<file path="src/rtl/clock_pkg.sv">
// Shared types and constants for the clock front end.
//   repeat_state_t : states of the inc/dec auto-repeat FSM
//   FIELD_MAX      : highest set_select field index (wraps to 0 after it)
//   KEY_PRESSED    : level of a raw/stable key when it is held down
//   KEY_*          : bit positions of each key in the conditioner's key vectors
package clock_pkg;

  typedef enum logic [1:0] {
    IDLE   = 2'd0,
    DELAY  = 2'd1,
    REPEAT = 2'd2
  } repeat_state_t;

  localparam logic [1:0] FIELD_MAX   = 2'd3;
  localparam logic       KEY_PRESSED = 1'b0;

  localparam int KEY_MODE = 0;
  localparam int KEY_SEL  = 1;
  localparam int KEY_INC  = 2;
  localparam int KEY_DEC  = 3;

endpackage

</file>
<file path="src/rtl/button_conditioner_if.sv">
// Button bundle between the raw key pins and the time counter / display.
//   key_mode_n, key_sel_n, key_inc_n, key_dec_n : raw active-low buttons
//   set_mode   : 1 while setting mode is active
//   set_select : field being edited, 0..3
//   inc_btn    : one-cycle increment pulse
//   dec_btn    : one-cycle decrement pulse
// master drives the keys and consumes the conditioned outputs;
// slave is the conditioner itself.
interface button_conditioner_if;

  logic       key_mode_n;
  logic       key_sel_n;
  logic       key_inc_n;
  logic       key_dec_n;
  logic       set_mode;
  logic [1:0] set_select;
  logic       inc_btn;
  logic       dec_btn;

  modport master (
    output key_mode_n, key_sel_n, key_inc_n, key_dec_n,
    input  set_mode, set_select, inc_btn, dec_btn
  );

  modport slave (
    input  key_mode_n, key_sel_n, key_inc_n, key_dec_n,
    output set_mode, set_select, inc_btn, dec_btn
  );

endinterface

</file>
<file path="src/rtl/button_conditioner_debounce_cell.sv">
// debounce_cell: conditions one raw active-low key.
//   clk, rst_n  : clock, asynchronous active-low reset
//   key_n_i     : raw key, 0 = pressed
//   stable_n_o  : debounced key level, 0 = pressed
//   press_o     : one-cycle pulse when the stable level goes 1 -> 0
// Parameter DEBOUNCE_CYCLES: consecutive differing synced samples needed to
// accept a new level.
module debounce_cell
  import clock_pkg::*;
#(
  parameter int DEBOUNCE_CYCLES = 500000
) (
  input  logic clk,
  input  logic rst_n,
  input  logic key_n_i,
  output logic stable_n_o,
  output logic press_o
);

  localparam int CNT_W = (DEBOUNCE_CYCLES > 1) ? $clog2(DEBOUNCE_CYCLES) : 1;
  localparam logic [CNT_W-1:0] CNT_LAST = CNT_W'(DEBOUNCE_CYCLES - 1);

  logic             sync1_q, sync2_q;
  logic [1:0]       vld_q;
  logic             armed_q, armed_d;
  logic             stable_q, stable_d;
  logic             press_q, press_d;
  logic [CNT_W-1:0] cnt_q, cnt_d;

  // A key held across reset would otherwise debounce to "pressed" and look
  // like a fresh press. armed_q only rises once a released level has made it
  // through the synchroniser (vld_q marks when sync2_q holds real samples).
  always_comb begin
    cnt_d    = cnt_q;
    stable_d = stable_q;
    press_d  = 1'b0;
    armed_d  = armed_q | (vld_q[1] & (sync2_q != KEY_PRESSED));
    if (sync2_q == stable_q) begin
      cnt_d = '0;
    end else if (cnt_q == CNT_LAST) begin
      stable_d = sync2_q;
      cnt_d    = '0;
      press_d  = armed_q & (sync2_q == KEY_PRESSED);
    end else begin
      cnt_d = cnt_q + 1'b1;
    end
  end

  always_ff @(posedge clk or negedge rst_n) begin
    if (!rst_n) begin
      sync1_q  <= 1'b1;
      sync2_q  <= 1'b1;
      vld_q    <= 2'b00;
      armed_q  <= 1'b0;
      stable_q <= 1'b1;
      press_q  <= 1'b0;
      cnt_q    <= '0;
    end else begin
      sync1_q  <= key_n_i;
      sync2_q  <= sync1_q;
      vld_q    <= {vld_q[0], 1'b1};
      armed_q  <= armed_d;
      stable_q <= stable_d;
      press_q  <= press_d;
      cnt_q    <= cnt_d;
    end
  end

  assign stable_n_o = stable_q;
  assign press_o    = press_q;

endmodule

</file>
<file path="src/rtl/button_conditioner.sv">
// button_conditioner: turns four raw active-low buttons into the setting
// controls for the clock.
//   clk, rst_n : clock, asynchronous active-low reset
//   bus        : button_conditioner_if.slave (raw keys in; set_mode,
//                set_select, inc_btn, dec_btn out)
// Optional build macro BTN_AUTOREPEAT_EN: when defined, holding inc/dec
// auto-repeats after REPEAT_DELAY_CYCLES, then every REPEAT_PERIOD_CYCLES;
// when undefined each press gives exactly one pulse.
module button_conditioner
  import clock_pkg::*;
#(
  parameter int DEBOUNCE_CYCLES      = 500000,
  parameter int REPEAT_DELAY_CYCLES  = 25000000,
  parameter int REPEAT_PERIOD_CYCLES = 5000000
) (
  input  logic                 clk,
  input  logic                 rst_n,
  button_conditioner_if.slave  bus
);

  logic [3:0] raw_n, stable_n, press;
  logic       inc_held, dec_held, both_held;
  logic [1:0] fire;              // [0] = inc, [1] = dec, before gating
  logic       set_mode_q, set_mode_d;
  logic [1:0] sel_q, sel_d;
  logic       inc_q, inc_d, dec_q, dec_d;

  assign raw_n = {bus.key_dec_n, bus.key_inc_n, bus.key_sel_n, bus.key_mode_n};

  for (genvar i = 0; i < 4; i++) begin : g_key
    debounce_cell #(
      .DEBOUNCE_CYCLES(DEBOUNCE_CYCLES)
    ) u_debounce (
      .clk       (clk),
      .rst_n     (rst_n),
      .key_n_i   (raw_n[i]),
      .stable_n_o(stable_n[i]),
      .press_o   (press[i])
    );
  end

  // Mode and select react only to press events, never to the held level.
  logic unused_stable;
  assign unused_stable = ^stable_n[KEY_SEL:KEY_MODE];

  assign inc_held  = (stable_n[KEY_INC] == KEY_PRESSED);
  assign dec_held  = (stable_n[KEY_DEC] == KEY_PRESSED);
  assign both_held = inc_held & dec_held;

`ifdef BTN_AUTOREPEAT_EN
  localparam int TMR_MAX = (REPEAT_DELAY_CYCLES > REPEAT_PERIOD_CYCLES) ?
                           REPEAT_DELAY_CYCLES : REPEAT_PERIOD_CYCLES;
  localparam int TMR_W   = (TMR_MAX > 1) ? $clog2(TMR_MAX) : 1;
  localparam logic [TMR_W-1:0] DLY_LOAD = TMR_W'(REPEAT_DELAY_CYCLES - 1);
  localparam logic [TMR_W-1:0] PER_LOAD = TMR_W'(REPEAT_PERIOD_CYCLES - 1);

  repeat_state_t    state_q [2];
  repeat_state_t    state_d [2];
  logic [TMR_W-1:0] tmr_q   [2];
  logic [TMR_W-1:0] tmr_d   [2];
  logic [1:0]       held, pev;

  assign held = {dec_held, inc_held};
  assign pev  = {press[KEY_DEC], press[KEY_INC]};

  // Release (or the inc+dec chord) wins over any timer expiry that cycle.
  always_comb begin
    fire = 2'b00;
    for (int k = 0; k < 2; k++) begin
      state_d[k] = state_q[k];
      tmr_d[k]   = tmr_q[k];
      if (!held[k] || both_held) begin
        state_d[k] = IDLE;
      end else begin
        case (state_q[k])
          IDLE: if (pev[k]) begin
            fire[k]    = 1'b1;
            tmr_d[k]   = DLY_LOAD;
            state_d[k] = DELAY;
          end
          DELAY, REPEAT: if (tmr_q[k] == '0) begin
            fire[k]    = 1'b1;
            tmr_d[k]   = PER_LOAD;
            state_d[k] = REPEAT;
          end else begin
            tmr_d[k] = tmr_q[k] - 1'b1;
          end
          default: state_d[k] = IDLE;
        endcase
      end
    end
  end

  always_ff @(posedge clk or negedge rst_n) begin
    if (!rst_n) begin
      for (int k = 0; k < 2; k++) begin
        state_q[k] <= IDLE;
        tmr_q[k]   <= '0;
      end
    end else begin
      for (int k = 0; k < 2; k++) begin
        state_q[k] <= state_d[k];
        tmr_q[k]   <= tmr_d[k];
      end
    end
  end
`else
  assign fire = {press[KEY_DEC], press[KEY_INC]};

  // The REPEAT_* parameters are accepted but have no effect in this build.
  logic [31:0] unused_repeat_cfg;
  assign unused_repeat_cfg = 32'(REPEAT_DELAY_CYCLES) ^ 32'(REPEAT_PERIOD_CYCLES);
`endif

  // All decisions below use the pre-toggle set_mode_q, so an inc/dec pulse
  // coinciding with a mode press is gated by the old mode.
  always_comb begin
    set_mode_d = set_mode_q ^ press[KEY_MODE];
    sel_d      = sel_q;
    if (press[KEY_MODE] && !set_mode_q) begin
      sel_d = '0;
    end else if (press[KEY_SEL] && set_mode_q) begin
      sel_d = (sel_q == FIELD_MAX) ? 2'd0 : sel_q + 2'd1;
    end
    inc_d = fire[0] & set_mode_q & ~both_held;
    dec_d = fire[1] & set_mode_q & ~both_held & ~inc_d;
  end

  always_ff @(posedge clk or negedge rst_n) begin
    if (!rst_n) begin
      set_mode_q <= 1'b0;
      sel_q      <= 2'd0;
      inc_q      <= 1'b0;
      dec_q      <= 1'b0;
    end else begin
      set_mode_q <= set_mode_d;
      sel_q      <= sel_d;
      inc_q      <= inc_d;
      dec_q      <= dec_d;
    end
  end

  assign bus.set_mode   = set_mode_q;
  assign bus.set_select = sel_q;
  assign bus.inc_btn    = inc_q;
  assign bus.dec_btn    = dec_q;

endmodule

</file>
<file path="src/flat_wrapper.sv">
// flat-port wrapper written by rule: the top's interface ports become plain ports
module button_conditioner_flat import clock_pkg::*;
#(
  parameter int DEBOUNCE_CYCLES      = 500000,
  parameter int REPEAT_DELAY_CYCLES  = 25000000,
  parameter int REPEAT_PERIOD_CYCLES = 5000000
)
  (clk, rst_n, bus_key_mode_n, bus_key_sel_n, bus_key_inc_n, bus_key_dec_n, bus_set_mode, bus_set_select, bus_inc_btn, bus_dec_btn);
  button_conditioner_if bus_i ();
  input  logic clk;
  input  logic rst_n;
  input wire logic [$bits(bus_i.key_mode_n)-1:0] bus_key_mode_n;
  input wire logic [$bits(bus_i.key_sel_n)-1:0] bus_key_sel_n;
  input wire logic [$bits(bus_i.key_inc_n)-1:0] bus_key_inc_n;
  input wire logic [$bits(bus_i.key_dec_n)-1:0] bus_key_dec_n;
  output wire logic [$bits(bus_i.set_mode)-1:0] bus_set_mode;
  output wire logic [$bits(bus_i.set_select)-1:0] bus_set_select;
  output wire logic [$bits(bus_i.inc_btn)-1:0] bus_inc_btn;
  output wire logic [$bits(bus_i.dec_btn)-1:0] bus_dec_btn;
  assign bus_i.key_mode_n = bus_key_mode_n;
  assign bus_i.key_sel_n = bus_key_sel_n;
  assign bus_i.key_inc_n = bus_key_inc_n;
  assign bus_i.key_dec_n = bus_key_dec_n;
  assign bus_set_mode = bus_i.set_mode;
  assign bus_set_select = bus_i.set_select;
  assign bus_inc_btn = bus_i.inc_btn;
  assign bus_dec_btn = bus_i.dec_btn;
  button_conditioner #(.DEBOUNCE_CYCLES(DEBOUNCE_CYCLES), .REPEAT_DELAY_CYCLES(REPEAT_DELAY_CYCLES), .REPEAT_PERIOD_CYCLES(REPEAT_PERIOD_CYCLES)) u_core (.clk(clk), .rst_n(rst_n), .bus(bus_i));
endmodule
</file>
<file path="config.mk">
export PLATFORM = sky130hd
export DESIGN_NAME = button_conditioner_flat
export DESIGN_NICKNAME = d
export VERILOG_FILES = /design/src/rtl/clock_pkg.sv /design/src/rtl/button_conditioner_if.sv /design/src/rtl/button_conditioner_debounce_cell.sv /design/src/rtl/button_conditioner.sv /design/src/flat_wrapper.sv
export SDC_FILE = /design/constraint.sdc
export NUM_CORES = 1
export LEC_CHECK = 0
export CORE_ASPECT_RATIO = 1.2
export CORE_MARGIN = 2
export CORE_UTILIZATION = 55
export CTS_CLUSTER_DIAMETER = 60
export DETAILED_ROUTE_END_ITERATION = 6
export DONT_BUFFER_PORTS = 1
export HOLD_SLACK_MARGIN = 0.02
export PLACE_DENSITY_LB_ADDON = 0.08
export SYNTH_ARGS = -nofsm -noshare
export SYNTH_HDL_FRONTEND = slang
export SYNTH_SLANG_ARGS = --single-unit
</file>
<file path="constraint.sdc">
create_clock -name clk -period 2.3 [get_ports clk]
set_input_delay 0.345 -clock clk [delete_from_list [all_inputs] [get_ports clk]]
set_output_delay 0.345 -clock clk [all_outputs]
set_load 0.02 [all_outputs]
</file>
==> Word-level counts from Yosys, hierarchy flattened <==
Cells that the tools add are included.
W data, S select, Z words.
{ "classes": {"n_addsub": 5, "n_mul": 0, "div_mod_pow": 0, "n_lt_le_gt_ge": 0, "n_eq_ne": 9, "n_shift": 0, "muxes": 19, "n_bitwise": 31, "reduce_logical": 8} }
{ "op_table": {"columns": ["op", "count"], "rows": [
  ["$mux W19", 8],
  ["$add A19 B1 Y19 const B", 4],
  ["$eq A19 B19 Y1 const B", 4],
  ["$and A1 B1 Y1", 14],
  ["$not A1 Y1", 12],
  ["$mux W1", 8],
  ["$reduce_and A2 Y1", 4],
  ["$mux W2", 3],
  ["$eq A1 B1 Y1", 4],
  ["$or A1 B1 Y1", 4],
  ["$add A2 B1 Y2 const B", 1],
  ["$eq A2 B2 Y1 const B", 1],
  ["$logic_and A1 B1 Y1", 2],
  ["$reduce_bool A2 Y1", 1],
  ["$logic_not A1 Y1", 1],
  ["$xor A1 B1 Y1", 1]
]} }
{ "totals": {"regBits": 109, "latchBits": 0, "ramBits": 0, "romBits": 0, "in_bits": 6, "mem_count": 0} }

==> Logic depth before layout (Yosys ltp) <==
Gate-level depths: netlist of run 1.
{ "logic_depth": {"depth_word": 6, "depth_mapped": 7, "ltp_nobuf": 5} }

==> Modules after synthesis <==
Synthesis of run 1 repeated with hierarchy kept, for this count alone.
{ "unflattened": {"cells_unflattened": 474, "hier_area_um2": 5116.2} }
{ "by_module_without_submodules": {"columns": ["mod", "instances", "cells_per_inst", "area_each_um2", "seq_area_each_um2"], "rows": [
  ["debounce_cell", 4, 114, 1223.7, 654.4],
  ["button_conditioner", 1, 18, 221.5, 125.1]
]} }

==> Worst setup path before layout of run 1 <==
OpenSTA, ideal clock, no wires.
{ "synth_path": {"path_type": "flip-flop to flip-flop", "from": "register u_core.g_key[3].u_debounce.cnt_q[11]", "to": "register u_core.g_key[3].u_debounce.cnt_q[7]", "setup_time_ps": 119, "arrival_ps": 1882, "t_required_ps": 2181, "path_slack_ps": 299, "path_stages_with_launch": 6, "path_buffers": 1, "synth_period_minus_slack_ps": 2001, "path_cell_list": "dfrtp_1 or4b_1 or4_4 o21ai_4 buf_6 nor2_1"} }
{ "synth_between": {"elab_chain_len": 3} }
{ "synth_rtl": {"columns": ["element", "line_no", "source"], "rows": [
  ["from (decl)", "button_conditioner_debounce_cell.sv:28", "logic [CNT_W-1:0] cnt_q, cnt_d;"],
  ["from (signal assigned)", "button_conditioner_debounce_cell.sv:65", "cnt_q <= cnt_d;"],
  ["$eq A19 B19 Y1", "button_conditioner_debounce_cell.sv:40", "end else if (cnt_q == CNT_LAST) begin"],
  ["$mux W19", "button_conditioner_debounce_cell.sv:40", null],
  ["$mux W19", "button_conditioner_debounce_cell.sv:38", "if (sync2_q == stable_q) begin"],
  ["via u_core.g_key[3].u_debounce.cnt_d[7]", "button_conditioner_debounce_cell.sv:28", null]
]} }
The timed path passes the listed nets, and every way through them passes these cells.
A chain may end at the register's enable or synchronous reset.

==> Final worst setup path of run 1 <==
{ "layout_path": {"from": "register u_core.g_key[3].u_debounce.cnt_q[11]", "to": "register u_core.g_key[3].u_debounce.stable_q"} }
{ "layout_between": {"elab_chain_len": 2} }
{ "layout_rtl": {"columns": ["element", "line_no", "source"], "rows": [
  ["$eq A19 B19 Y1", "button_conditioner_debounce_cell.sv:40", null],
  ["$reduce_and A2 Y1 (no line)", null, null],
  ["to (signal assigned)", "button_conditioner_debounce_cell.sv:63", "stable_q <= stable_d;"],
  ["to (decl)", "button_conditioner_debounce_cell.sv:26", "logic stable_q, stable_d;"]
]} }
Every way passes these cells.

==> run_results.csv, run 1 <==
group,metric,value,unit
clock_network,cts_max_level,3,
clock_network,maximum_buffer_depth_of_the_clock_tree,2,
sta,final_setup_margin,244,ps
placed_design,place_congestion,0.836,
yosys,synth.net_count,465,
global_route,grtUsageTotal,18.6,%
sta,worstMarginPinSlew,534,ps
die,initial_utilization,55.7,%
cells_and_area,drive_gt1_share,11.0,%
min_path,min_path_type,"in -> async",
drt,drt-vias-per-instance,5.53,
global_route,first_pass_grt_wire_length,13.8,mm
sta,setup_total_negative_slack,0,ps
critical_path,critical_path_class,"reg -> reg",
sta,max_clock_freq,0.486,GHz
cells_and_area,fillerInstances,734,
power,pwr_density,602,nW/µm²
placed_design,post-place-ws,272,ps
drt,drt_wl_total,7.96,mm
clock_network,postCtsResizedCells,0,
clock_network,hold_buffers,4,
cells_and_area,stdcell_area,5150,µm²
sta,report.final.hold_viol_count,103,
die,die_w,88.6,µm
cells_and_area,fin_nets,481,
drt,detail_route.iter0.violations,159,
clock_network,cts_num_sinks,103,
critical_path,critical_path.max_fanout,6,
sta,grt_setup_unrepaired,"false",
sta,final-max-slew-violation-count,0,
global_route,gr-total-overflow,0,
critical_path,crit_path_start_kind,"register",
clock_network,clk-insertion-delay-late,370,ps
status,outcome,"finished, violations left",
global_route,grt_start_max_net_pins,104,
die,fp.dieArea,9340,µm²
run,drv.max_cap_violation_count,0,
drt,drt_drc_violations_left,0,
status,violations_in_the_final_reports,"hold timing",
drt,ant_nets,0,
critical_path,cp_data_required_time,2610,ps
placed_design,placement.io_buffers,0,
placed_design,postPlaceCellArea,4900,µm²
sta,fin_hold_ws,-346,ps
cells_and_area,post_synthesis_to_final_layout_area_growth,9.15,%
critical_path,crit_arrival,2370,ps
yosys,synth.cell_area,4720,µm²
die,fp.dieH,105,µm
yosys,synth.ff_latch_count,103,
sta,final_period_minus_worst_setup_slack,2060,ps
die,rows,37,
critical_path,cp-end-kind,"register",
cells_and_area,antenna_cells_inserted,0,
cells_and_area,postLayoutCoreUtil,60.8,%
clock_network,tritoncts.num_buffers,9,
power,power,0.00310,W
clock_network,post_cts.repair.setup_buffers,0,
yosys,synth_enable_flop_cells,0,
clock_network,clock-root-buffer,"sky130_fd_sc_hd__clkbuf_8",
sta,finalClockSkew,8.79,ps
clock_network,cts_tree,"done",
yosys,syn_inst,453,
yosys,ys_seq_area_share,54.9,%
yosys,synth.distinct_cells,45,
drt,routed-via-count,3268,
drt,routed_wire_length_per_instance,13.5,µm
drt,drt_pass1_iterations,4,
global_route,via_count_of_the_first_global_routing_pass,3085,
die,num_io_pins,11,
power,leakage,2.03,nW
yosys,postSynthAreaPerCell,10.4,µm²
yosys,yosysWarningCount,0,
sta,tcrit_tclk_final,89.4,%
yosys,yosys_most_used_dff,"sky130_fd_sc_hd__dfrtp_1",
clock_network,cts.clk_slew.worst_paths,100,ps
sta,maxSlewHeadroom,64.1,%
yosys,postSynth.asyncResetShare,100,%
die,coreArea,8470,µm²
sta,report.final.setup_viol,0,
global_route,grt_antenna_before_repair,0,
placed_design,dp.final_hpwl,5.25,mm
power,vdd.ir_drop.worst,0.000338,V
cells by family (layout without fill, tap and decap cells):
family                     count (synthesis)  count (layout)  synth area share, %
and+or+nand+nor                          215             215                 23.9
DFF                                      103             103                 54.9
xor gates and xnor gates                  55              55                 10.2
AOI/OAI and AO/OA                         45              45                 6.10
buffers and inverters                     23              44                 2.07
adders and majority gates                  6               6                 1.59
muxes                                      5               5                 1.17
other                                      1               1               0.0795
path summary, 6_finish.rpt:
kind                                                 startpoint                                    end  slack [ps]  depth (start not counted)
setup / recovery           u_core.g_key[3].u_debounce.cnt_q[11]  u_core.g_key[3].u_debounce.stable_n_o         240                          4
hold / removal                                            rst_n   u_core.g_key[2].u_debounce.cnt_q[11]        -350                          0
setup reg to reg           u_core.g_key[3].u_debounce.cnt_q[11]  u_core.g_key[3].u_debounce.stable_n_o         240                          4
hold reg to reg             u_core.g_key[0].u_debounce.vld_q[0]    u_core.g_key[0].u_debounce.vld_q[1]         360                          0
max in group asynchronous                                 rst_n     u_core.g_key[0].u_debounce.sync1_q        2440                          0
min in group clk            u_core.g_key[0].u_debounce.vld_q[0]    u_core.g_key[0].u_debounce.vld_q[1]         360                          0
synthesized netlist by cell type, types with 13 or more instances:
library cell              count  area [µm²]
sky130_fd_sc_hd__dfrtp_1     91        2280
sky130_fd_sc_hd__nor2_1      69         259
sky130_fd_sc_hd__xnor2_1     37         324
sky130_fd_sc_hd__nand2_1     28         105
sky130_fd_sc_hd__nand3_1     21         105
sky130_fd_sc_hd__nand4_1     20         125
sky130_fd_sc_hd__xor2_1      18         158
sky130_fd_sc_hd__a21oi_1     17        85.1
sky130_fd_sc_hd__nor4_1      16         100
sky130_fd_sc_hd__inv_1       15        56.3
sky130_fd_sc_hd__nor3_1      13        65.1
layout make-up:
class                      count  area (µm²)  share of cell area (%)
multi-input combinational    327        2030                    39.4
timing repair buffer          13         120                    2.33
sequential                   103        2590                    50.3
inverter                      15        56.3                    1.09
clock buffer                  10         138                    2.67
clock inverter                 6        68.8                    1.34
tap                          117         146                    2.84
routing by layer:
metal,vias up,global-route usage (%),wire (µm)
met4,0,8.44,172
met2,25,28.7,3780
met5,-,0,0
met1,1603,25.6,3820
met3,12,2.98,181
li1,1628,-,-
where the power goes:
group	total (W)	internal, W	switching (W)
registers	0.00187	0.00184	0.0000254
logic	0.0000759	0.0000346	0.0000413
clock network	0.00116	0.000538	0.000619
critical path, cell delays in order (launching register included):
cell and delay (ps):
sky130_fd_sc_hd__dfrtp_1 450, sky130_fd_sc_hd__or4b_1 540, sky130_fd_sc_hd__or4_4 560, sky130_fd_sc_hd__nor2_1 120, sky130_fd_sc_hd__mux2_2 340
flip-flops by register name (all words and copies together) (netlist names):
register	flops
u_core.bus.dec_btn	1
u_core.bus.inc_btn	1
u_core.bus.set_mode	1
u_core.bus.set_select	2
u_core.g_key.u_debounce.armed_q	4
u_core.g_key.u_debounce.cnt_q	76
u_core.g_key.u_debounce.press_o	4
u_core.g_key.u_debounce.stable_n_o	4
u_core.g_key.u_debounce.sync1_q	4
u_core.g_key.u_debounce.sync2_q	4
u_core.g_key.u_debounce.vld_q	2
stage by stage:
step / hold WS (ps) / std cells
after floorplan: 49.4 / 453
after global placement: 51.7 / 571
after detailed placement: 51.5 / 571
after CTS: -365 / 591
after global routing: -375 / 591
final: -346 / 591
cells in the final DEF, fill, tap and decap left out, types with 5 or more instances in the layout:
cell and instances:
sky130_fd_sc_hd__xnor2_1 37, sky130_fd_sc_hd__inv_1 15, sky130_fd_sc_hd__nor4_1 16, sky130_fd_sc_hd__ha_1 6, sky130_fd_sc_hd__or3_1 10, sky130_fd_sc_hd__nor3_1 13
sky130_fd_sc_hd__or4_1 11, sky130_fd_sc_hd__o21ai_0 12, sky130_fd_sc_hd__nand3_1 21, sky130_fd_sc_hd__nor2_1 69, sky130_fd_sc_hd__xor2_1 18, sky130_fd_sc_hd__nand4_1 20
sky130_fd_sc_hd__buf_4 8, sky130_fd_sc_hd__clkbuf_8 10, sky130_fd_sc_hd__o31ai_1 6, sky130_fd_sc_hd__dfstp_2 12, sky130_fd_sc_hd__nand2_1 28, sky130_fd_sc_hd__dfrtp_1 91
sky130_fd_sc_hd__a21oi_1 17, sky130_fd_sc_hd__a21o_1 5
No activity file was read; power rests on OpenSTA's default activity.
==> run 2, diff against run 1 <==
--- a/config.mk
+++ b/config.mk
@@ -11,6 +11,7 @@
 export CTS_CLUSTER_DIAMETER = 60
 export DETAILED_ROUTE_END_ITERATION = 6
 export DONT_BUFFER_PORTS = 1
+export GPL_TIMING_DRIVEN = 0
 export HOLD_SLACK_MARGIN = 0.02
 export PLACE_DENSITY_LB_ADDON = 0.08
 export SYNTH_ARGS = -nofsm -noshare
==> run_results.csv, run 2 (same netlist as run 1, synthesis figures left out) <==
group,metric,value,unit
clock_network,clock-root-buffer,"sky130_fd_sc_hd__clkbuf_8",
cells_and_area,commonest_non_fill_non_tap_cell_in_the_layout,"sky130_fd_sc_hd__dfrtp_1",
clock_network,cts_max_level,3,
power,sw_frac_of_total,21.8,%
die,fp.dieH,105,µm
global_route,first_pass_grt_wire_length,14.3,mm
sta,grt_setup_unrepaired,"false",
power,pwr_density,600,nW/µm²
critical_path,timing.rr.end,"u_core.g_key[3].u_debounce.cnt_q[12]",
sta,maxSlewHeadroom,61.8,%
sta,report.final.hold_viol_count,103,
min_path,min_path_type,"in -> async",
drt,routed_wire_length_per_instance,13.4,µm
sta,tcrit_tclk_final,94.1,%
clock_network,hold_buffers,4,
sta,setup_total_negative_slack,0,ps
die,initial_utilization,55.7,%
drt,drt_pass1_iterations,4,
power,combPwrFrac,2.5,%
placed_design,placement.io_buffers,0,
drt,ant_nets,0,
global_route,grt_antenna_before_repair,0,
cells_and_area,postLayoutCoreUtil,60.8,%
sta,worstMarginPinSlew,568,ps
drt,drt_wl_total,7.98,mm
cells_and_area,layout.cells.non_filler,593,
cells_and_area,drive_gt1_share,10.3,%
cells_and_area,fillerInstances,741,
global_route,grtUsageTotal,19.4,%
die,rows,37,
cells_and_area,most-common-layout-cells,"sky130_fd_sc_hd__dfrtp_1, sky130_fd_sc_hd__nor2_1, sky130_fd_sc_hd__xnor2_1",
clock_network,maximum_buffer_depth_of_the_clock_tree,2,
critical_path,crit_start,"u_core.g_key[3].u_debounce.cnt_q[14]",
drt,drt-vias-per-instance,5.52,
drt,drt_drc_violations_left,0,
sta,final_setup_margin,135,ps
placed_design,dp.final_hpwl,5.30,mm
critical_path,crit_path_start_kind,"register",
critical_path,worst-r2r-cell-count,5,
critical_path,crit_arrival,2430,ps
global_route,gr-total-overflow,0,
clock_network,cts_num_sinks,103,
cells_and_area,fin_nets,483,
global_route,use_met1,25.8,%
cells_and_area,post_synthesis_to_final_layout_area_growth,9.07,%
clock_network,cts.clk_slew.worst_paths,100,ps
critical_path,rr_startpoint,"u_core.g_key[3].u_debounce.cnt_q[14]",
status,violations_in_the_final_reports,"hold timing",
critical_path,cp-end-kind,"register",
global_route,via_count_of_the_first_global_routing_pass,3234,
power,leakage,2.03,nW
power,p_seq_share,60.5,%
sta,finalClockSkew,13.0,ps
sta,report.final.setup_viol,0,
power,power,0.00309,W
clock_network,clk-insertion-delay-late,370,ps
cells_and_area,top_register,"u_core.g_key.u_debounce.cnt_q",
global_route,grt.busiest_layer,"met2",
sta,final_period_minus_worst_setup_slack,2160,ps
global_route,grt_start_max_net_pins,104,
sta,fin_hold_ws,-343,ps
placed_design,place_congestion,0.827,
global_route,use_met3,3.76,%
die,coreArea,8470,µm²
die,die_w,88.6,µm
run,drv.max_cap_violation_count,0,
cells_and_area,antenna_cells_inserted,0,
power,p_int,0.00241,W
sta,max_clock_freq,0.462,GHz
placed_design,post-place-ws,-93.7,ps
critical_path,critical_path.max_fanout,10,
critical_path,critical_path_class,"reg -> reg",
critical_path,cp_data_required_time,2560,ps
die,fp.dieArea,9340,µm²
clock_network,cts_tree,"done",
drt,detail_route.iter0.violations,143,
placed_design,dp_cells,570,
power,vdd.ir_drop.worst,0.000330,V
cells_and_area,largest_register_ffs,76,
drt,routed-via-count,3274,
sta,final-max-slew-violation-count,0,
power,power.switching,0.000673,W
global_route,fraction_of_met2_tracks_used_by_global_routing,29.8,%
status,outcome,"finished, violations left",
clock_network,tritoncts.num_buffers,9,
power,power_frac_clock,37.0,%
critical_path,slack_of_the_worst_reg_to_reg_path,140,ps
die,num_io_pins,11,
[run 2: timing repair]
item | CTS | global route
hold endpoints to repair | 107 | 103
gates resized for setup | 1 | 1
setup endpoints to repair | 10 | 30
setup buffers | 0 | 4
pin swaps | 0 | 1
[run 2: area by class of cell]
type / instances / area [µm²] / area share, %
clock buffers: 12 / 145 / 2.82
flip-flops and latches: 103 / 2590 / 50.4
inverters: 15 / 56.3 / 1.09
repair buffers: 8 / 70.1 / 1.36
plain buffers: 7 / 37.5 / 0.729
clock inverters: 4 / 52.6 / 1.02
well taps: 117 / 146 / 2.84
multi-input cells: 327 / 2050 / 39.8
[run 2: metal layers]
metal  vias up  wire (µm)
li1       1632          -
met5         -          0
met1      1594       3800
met2        31       3730
met4         0        226
met3        17        219
[run 2: worst max path at each step]
stage	slack (ps)	endpoint	depth (start not counted)
finish	140	u_core.g_key[3].u_debounce.cnt_q[12]	5
detailed placement	-90	u_core.g_key[2].u_debounce.cnt_q[16]	6
global route	30	u_core.g_key[1].u_debounce.cnt_q[11]	5
CTS	80	u_core.g_key[1].u_debounce.cnt_q[11]	5
floorplan	300	u_core.g_key[3].u_debounce.cnt_q[7]	5
global placement	-20	u_core.g_key[2].u_debounce.cnt_q[11]	6
[run 2: worst max-delay path: stages (launching register included)]
cell and delay, ps:
sky130_fd_sc_hd__dfrtp_1 440, sky130_fd_sc_hd__or4b_1 520, sky130_fd_sc_hd__or4_4 560, sky130_fd_sc_hd__o21ai_4 290, sky130_fd_sc_hd__buf_6 190, sky130_fd_sc_hd__nor2_1 50
[run 2: power by group through the flow]
stage / combinational (W) / sequential (W) / clock (W)
4_1_cts: 0.0000734 / 0.00187 / 0.00120
3_5_place_dp: 0.0000672 / 0.00190 / 0
6_report: 0.0000772 / 0.00187 / 0.00114
2_1_floorplan: 0.0000529 / 0.00190 / 0
3_3_place_gp: 0.0000649 / 0.00190 / 0
5_1_grt: 0.0000879 / 0.00187 / 0.00126
[run 2: stage by stage]
step / area, µm² / hold slack, ps
5_1_grt: 5150 / -374
6_report: 5150 / -343
3_3_place_gp: 4870 / 51.9
3_5_place_dp: 4870 / 52.3
4_1_cts: 5110 / -366
2_1_floorplan: 4720 / 49.4
